--- config.mk ---
export PLATFORM = sky130hd
export DESIGN_NAME = mult_datapath
export DESIGN_NICKNAME = d
export VERILOG_FILES = /design/src/rtl/mult_pkg.sv /design/src/rtl/mult_datapath_down_counter.sv /design/src/rtl/mult_datapath.sv
export SDC_FILE = /design/constraint.sdc
export NUM_CORES = 1
export LEC_CHECK = 0
export CELL_PAD_IN_SITES_DETAIL_PLACEMENT = 0
export CELL_PAD_IN_SITES_GLOBAL_PLACEMENT = 1
export CORE_MARGIN = 4
export CORE_UTILIZATION = 45
export CTS_BUF_LIST = sky130_fd_sc_hd__clkbuf_4
export CTS_CLUSTER_DIAMETER = 150
export CTS_CLUSTER_SIZE = 8
export DETAILED_ROUTE_END_ITERATION = 16
export PLACE_DENSITY = 0.95
export SETUP_SLACK_MARGIN = 0.2
export SLEW_MARGIN = 10
export SYNTH_ARGS = -nofsm -noshare
export SYNTH_HDL_FRONTEND = slang
export SYNTH_HIERARCHICAL = 1
export SYNTH_SLANG_ARGS = --single-unit
--- constraint.sdc ---
create_clock -name clk -period 4.86 [get_ports clk]
set_input_delay 1.215 -clock clk [delete_from_list [all_inputs] [get_ports clk]]
set_output_delay 1.215 -clock clk [all_outputs]
set_load 0.005 [all_outputs]
--- src/rtl/mult_pkg.sv ---
// Shared definitions for the shift-and-add multiplier: operand width default,
// iteration-counter width derivation and the command-vector bit layout that
// the control unit and the datapath both rely on.
package mult_pkg;

    localparam int WIDTH_DEF = 8;

    // Command-vector bit positions (ld > clr_acc > {add_en, shift_en}).
    localparam int CMD_LD    = 0;
    localparam int CMD_CLR   = 1;
    localparam int CMD_ADD   = 2;
    localparam int CMD_SHIFT = 3;
    localparam int CMD_W     = 4;

    // Bits needed to hold an iteration count from 0 up to w inclusive.
    function automatic int cnt_width(input int w);
        return $clog2(w + 1);
    endfunction

endpackage

--- src/rtl/mult_datapath_down_counter.sv ---
// Loadable down-counter that saturates at zero; used for the iteration count.
module down_counter #(
    parameter int W = 4
) (
    input  logic         clk,
    input  logic         rst,
    input  logic         i_load,
    input  logic [W-1:0] i_load_val,
    input  logic         i_dec_en,
    output logic         o_zero
);

    logic [W-1:0] r_count;

    // Count register: load wins, otherwise decrement only while non-zero.
    always_ff @(posedge clk or posedge rst) begin
        if (rst) begin
            r_count <= '0;
        end else if (i_load) begin
            r_count <= i_load_val;
        end else if (i_dec_en && (r_count != '0)) begin
            r_count <= r_count - {{(W-1){1'b0}}, 1'b1};
        end else begin
            r_count <= r_count;
        end
    end

    assign o_zero = (r_count == '0);

endmodule

--- src/rtl/mult_datapath.sv ---
// Datapath of the sequential shift-and-add multiplier. Executes load / clear /
// add / shift commands from the control FSM and reports the status bits it
// branches on. All outputs are derived from registers only.
module mult_datapath
    import mult_pkg::*;
#(
    parameter int WIDTH = WIDTH_DEF
) (
    input  logic               clk,
    input  logic               rst,
    input  logic [WIDTH-1:0]   a_in,
    input  logic [WIDTH-1:0]   b_in,
    input  logic               ld,
    input  logic               clr_acc,
    input  logic               add_en,
    input  logic               shift_en,
    output logic               b_lsb,
    output logic               b_zero,
    output logic               cnt_zero,
    output logic [2*WIDTH-1:0] product
);

    localparam int CNT_W = cnt_width(WIDTH);

    logic [2*WIDTH-1:0] r_a;
    logic [WIDTH-1:0]   r_b;
    logic [2*WIDTH-1:0] r_p;

    logic [CMD_W-1:0]   w_cmd;
    logic               w_cnt_zero;
    logic               w_do_ld;
    logic               w_do_clr;
    logic               w_do_add;
    logic               w_do_shift;

    assign w_cmd[CMD_LD]    = ld;
    assign w_cmd[CMD_CLR]   = clr_acc;
    assign w_cmd[CMD_ADD]   = add_en;
    assign w_cmd[CMD_SHIFT] = shift_en;

    // Command decode: ld masks everything, clr_acc masks add/shift, and
    // add/shift are dropped once the iteration count is exhausted.
    always_comb begin
        w_do_ld    = 1'b0;
        w_do_clr   = 1'b0;
        w_do_add   = 1'b0;
        w_do_shift = 1'b0;
        if (w_cmd[CMD_LD]) begin
            w_do_ld = 1'b1;
        end else if (w_cmd[CMD_CLR]) begin
            w_do_clr = 1'b1;
        end else if (!w_cnt_zero) begin
            w_do_add   = w_cmd[CMD_ADD];
            w_do_shift = w_cmd[CMD_SHIFT];
        end else begin
            w_do_add   = 1'b0;
            w_do_shift = 1'b0;
        end
    end

    // Operand and accumulator registers; the add always sees pre-shift A.
    always_ff @(posedge clk or posedge rst) begin
        if (rst) begin
            r_a <= '0;
            r_b <= '0;
            r_p <= '0;
        end else if (w_do_ld) begin
            r_a <= {{WIDTH{1'b0}}, a_in};
            r_b <= b_in;
            r_p <= '0;
        end else begin
            if (w_do_clr) begin
                r_p <= '0;
            end else if (w_do_add) begin
                r_p <= r_p + r_a;
            end else begin
                r_p <= r_p;
            end
            if (w_do_shift) begin
                r_a <= r_a << 1;
                r_b <= r_b >> 1;
            end else begin
                r_a <= r_a;
                r_b <= r_b;
            end
        end
    end

    down_counter #(
        .W(CNT_W)
    ) u_cnt (
        .clk        (clk),
        .rst        (rst),
        .i_load     (w_do_ld),
        .i_load_val (CNT_W'(WIDTH)),
        .i_dec_en   (w_do_shift),
        .o_zero     (w_cnt_zero)
    );

    assign b_lsb    = r_b[0];
    assign b_zero   = (r_b == '0);
    assign cnt_zero = w_cnt_zero;
    assign product  = r_p;

endmodule

# Word-level counts from Yosys, hierarchy flattened
# Index checks and enable logic that the tools add are counted.
dict set report totals {
  elab_cells 31
  inputBits 22
  out_inout_bits 19
  reg_bits 44
}
dict set report classes {
  n_addsub 2
  n_reduce_logical 7
  muxes 18
}
# cell n
set ops {}
lappend ops {{16-bit 2-to-1 mux} 5}
lappend ops {{16-bit adder} 1}
lappend ops {{8-bit 2-to-1 mux} 2}
lappend ops {{1-bit 2-to-1 mux} 9}
lappend ops {{8-bit logical NOT} 1}
lappend ops {{4-bit 2-to-1 mux} 2}
lappend ops {{4-bit logical NOT} 1}
lappend ops {{2-bit nonzero test} 2}
lappend ops {{4-bit nonzero test} 1}
lappend ops {{4-bit by 1-bit subtractor with 4-bit output (second input constant)} 1}
lappend ops {{3-bit nonzero test} 1}
lappend ops {{1-bit logical AND} 1}

# Longest topological paths before layout
dict set report logic_depth {
  depth_word 7
  ltp_mapped 10
  ltp_nobuf 9
}

# Cells and area by module
# The synthesis kept the hierarchy.
# mod seq_area_each_um2 cells_per_inst n_inst area_each_um2
set modules_own_cells {}
lappend modules_own_cells {mult_datapath 1001.0 245 1 2378.5}
lappend modules_own_cells {down_counter 100.1 28 1 261.5}

# Least setup slack after synthesis
# OpenSTA, ideal clock, no wires.
dict set report synth_timing {
  path_type {input port to flip-flop}
  startpoint {input ld}
  endpoint {register u_cnt.r_count[3]}
  t_required_ns 4.734
  path_buffers 3
  setup_time_ns 0.126
  path_stages 8
  t_arrival_ns 2.797
  setup_slack_ns 1.937
  cell_sequence {buf_2 or2_2 clkbuf_8 nor2_1 buf_2 nor4b_2 nor3b_1 a221o_1}
}
dict set report synth_between {
  elab_chain_cells 3
  word_cells_on_any_way 5
  classes_between {mux: 3; reduce/logical: 2}
}
# item line
set synth_lines {}
lappend synth_lines {{start: declaration} mult_datapath.sv:13} ;# input logic ld,
lappend synth_lines {{1-bit 2-to-1 mux} mult_datapath.sv:48} ;# if (w_cmd[CMD_LD]) begin
lappend synth_lines {{via w_do_shift} mult_datapath.sv:34} ;# logic w_do_shift;
lappend synth_lines {{1-bit logical AND} mult_datapath_down_counter.sv:21} ;# end else if (i_dec_en && (r_count != '0)) begin
lappend synth_lines {{2-bit nonzero test (no line)} --}
lappend synth_lines {{end signal: assignment} mult_datapath_down_counter.sv:20} ;# r_count <= i_load_val;
lappend synth_lines {{end signal: assignment} mult_datapath_down_counter.sv:22} ;# r_count <= r_count - {{(W-1){1'b0}}, 1'b1};
lappend synth_lines {{end signal: assignment} mult_datapath_down_counter.sv:24} ;# r_count <= r_count;
lappend synth_lines {{end: declaration} mult_datapath_down_counter.sv:13} ;# logic [W-1:0] r_count;
# The timed path passes the listed nets, and every way through them passes these cells.
# A chain may end at the register's enable or synchronous reset.

# Worst setup path after layout
dict set report layout_timing {
  startpoint {register u_cnt.r_count[0]}
  endpoint {output cnt_zero}
}
dict set report layout_between {
  elab_chain_cells 1
}
# item line
set layout_lines {}
lappend layout_lines {{4-bit logical NOT} mult_datapath_down_counter.sv:28} ;# assign o_zero = (r_count == '0);
lappend layout_lines {{end: declaration} mult_datapath.sv:19} ;# output logic cnt_zero,
# Every way passes these cells.

==> metrics <==
Arr. time, crit path=between 2 and 2.5 ns; yosys warns=6; maximum capacitance violations=0; final worst path period need=~3.4 ns; H-Tree Depth=2; initial antenna violation count=0; synth-to-layout area growth=19.5%; CP Data Required Time=3.64 ns; Final Util=0.562; NetSw=0.218 mW; row cnt=27; largest net degree at the start of global routing=41; Slew Viols, Final=0; Core ar.=about 5600 µm²; ant diodes=0; post-synthesis instance total=273; fin nets=353; CTS Buf Count=5; Async S/R FF share, synth=1.00; per-cell routed wire length=16.0 µm; combinational share of power=0.201; count of cell types in the netlist=about 60; Die ar.=7160 µm²; fillcell total=about 530; most common cell after layout, fill and taps aside=dfrtp_1; vias in the first global route=roughly 2200; CTS sink cnt=44; initial detailed-routing violation count=324; status=completed; Slew HR=0.648; DR DRC count=0; Hold Vio Cnt, Final=0; min-delay worst type=flop to flop; final RePlAce weighted congestion=0.859; RSZ-0062 raised after global routing=false; Fmax=0.297 GHz; initial core utilization=0.471; CTS max path bufs=2; CTS root buf=clkbuf_4; setup violators final=0; # Post-CTS Setup Buffers=0; IO Count=just over 40; EDFF count, synth=0; Worst-Margin Slew=between 0.5 and 0.6 ns; Seq/Total Area, Yosys=0.417; fin crit share=0.693; dpl hpwl=between 4000 and 5000 µm; Port Buffer Count=40; setup TNS=0 ns; syn_area_per_cell=9.67 µm²; Flop pwr share=0.559; Die Wd=~85 µm; VDD IR-drop max=between 150 and 200 µV; switching share of total power=0.300; post_cts resized=0; share of layout cells above drive strength 1=0.0762; static leakage=1.46 nW; hold buffers post-CTS=0; Pint=~0.51 mW; Crit Path Max Fanout=5; die height=between 80 and 90 µm; final WL=roughly 6200 µm; critical path startpoint category=flop; CTS tree=done; via count=2283; clock transition at the registers of the reported paths=0.13 ns; most frequent cells in the layout=dfrtp_1, clkdlybuf4s50_1, nand2_1; kind of critical path=flop to output pin; GR Overflow Total=0; first-pass GRT wire length=just over 10000 µm; clock power share=0.240; FF+latch area=1100 µm²; CP Capture Type=output pin; synthesized area=roughly 2600 µm²; Via density=slightly below 6; clock latency on the worst-skew pair=about 0.36 ns; remaining antenna violation count after routing=0; worst clock skew=~0.009 ns; post-synthesis register bit count=44; footprint of the multi-input gates=approximately 1400 µm²; Total Routing Usage GR=0.177; Primary FF master, synth=dfrtp_1; pwr/cell area=around 230 nW/µm²; first-pass detailed-route iteration total=7
## sequential cells by signal (all words and copies together) (netlist names)
| signal | flops |
|---|---|
| product | 16 |
| r_a | 16 |
| r_b | 8 |
| u_cnt/r_count | 4 |
## per-stage QoR
stage | cells | area [µm²] | worst slack [ns] | power (mW) | hold WS, ns
after detailed placement | 379 | 3100 | 1.37 | 0.560 | 0.503
after floorplan | 275 | 2650 | 1.94 | 0.505 | 0.472
after CTS | 387 | 3150 | 1.47 | 0.735 | 0.534
final | 387 | 3150 | 1.49 | 0.729 | 0.533
after global routing | 387 | 3150 | 1.35 | 0.773 | 0.558
after global placement | 379 | 3100 | 1.46 | 0.556 | 0.492
## power groups by stage
stage	clock network (mW)	registers, mW	logic, mW
final	0.175	0.408	0.146
after global placement	0	0.414	0.142
after floorplan	0	0.409	0.0966
after global routing	0.197	0.411	0.165
after CTS	0.181	0.408	0.147
after detailed placement	0	0.415	0.146
## kinds of logic after synthesis
kind of cell	Yosys count	share of synthesized area
XOR/XNOR	4	0.0133
multiplexers	3	0.0118
adder cells (fa/ha/maj)	17	0.0834
flip-flops	44	0.417
other	2	0.00284
AND/OR/NAND/NOR	74	0.153
AO/OA/AOI/OAI	93	0.258
buffers and inverters	36	0.0602
## worst paths after layout
| kind | slack (ns) | end | cells after the start | startpoint |
|---|---|---|---|---|
| hold reg to reg | 0.53 | r_b[3]$_DFFE_PP0P_ | 2 | r_b[4]$_DFFE_PP0P_ |
| setup reg to reg | 2.32 | product[14]$_DFFE_PP0P_ | 9 | product[0]$_DFFE_PP0P_ |
| hold / removal | 0.53 | r_b[3]$_DFFE_PP0P_ | 2 | r_b[4]$_DFFE_PP0P_ |
| max in group asynchronous | 3.20 | r_b[3]$_DFFE_PP0P_ | 3 | rst |
| min in group asynchronous | 1.06 | u_cnt/r_count[2]$_DFFE_PP0P_ | 2 | rst |
| setup / recovery | 1.49 | cnt_zero | 5 | u_cnt/r_count[0]$_DFFE_PP0P_ |
## cells in the mapped netlist (4+ instances only)
library cell,number,area share
a21oi_1,17,0.032
nand2_1,25,0.036
inv_1,23,0.033
nor2_1,17,0.024
dfrtp_1,44,0.42
a222oi_1,13,0.049
nand3_1,4,0.0076
a22o_1,10,0.033
clkbuf_1,8,0.011
ha_1,16,0.076
a211oi_1,8,0.023
a2111oi_0,4,0.013
o21ai_0,15,0.028
## layer usage
layer | routed length [µm] | up-vias | global-route usage
li1 | - | 1099 | -
met1 | 2850 | 1091 | 0.252
met2 | 2910 | 85 | 0.277
met3 | 348 | 8 | 0.0285
met4 | 63 | 0 | 0.0561
met5 | 0 | - | 0
## worst max-delay path, cell delays in order, from the launching register on
cell             delay [ns]
dfrtp_1                0.43
inv_1                  0.10
ha_1                   0.21
or3b_4                 0.43
inv_1                  0.12
clkdlybuf4s50_1        0.51
## area by class of cell
type / instances / area share
clock inverter: 3 / 0.00436
inverter: 23 / 0.0274
clock buffer: 5 / 0.0119
multi-input combinational: 195 / 0.440
timing repair buffer: 45 / 0.139
tap: 72 / 0.0286
sequential: 44 / 0.349
No activity file was read; power rests on OpenSTA's default activity.
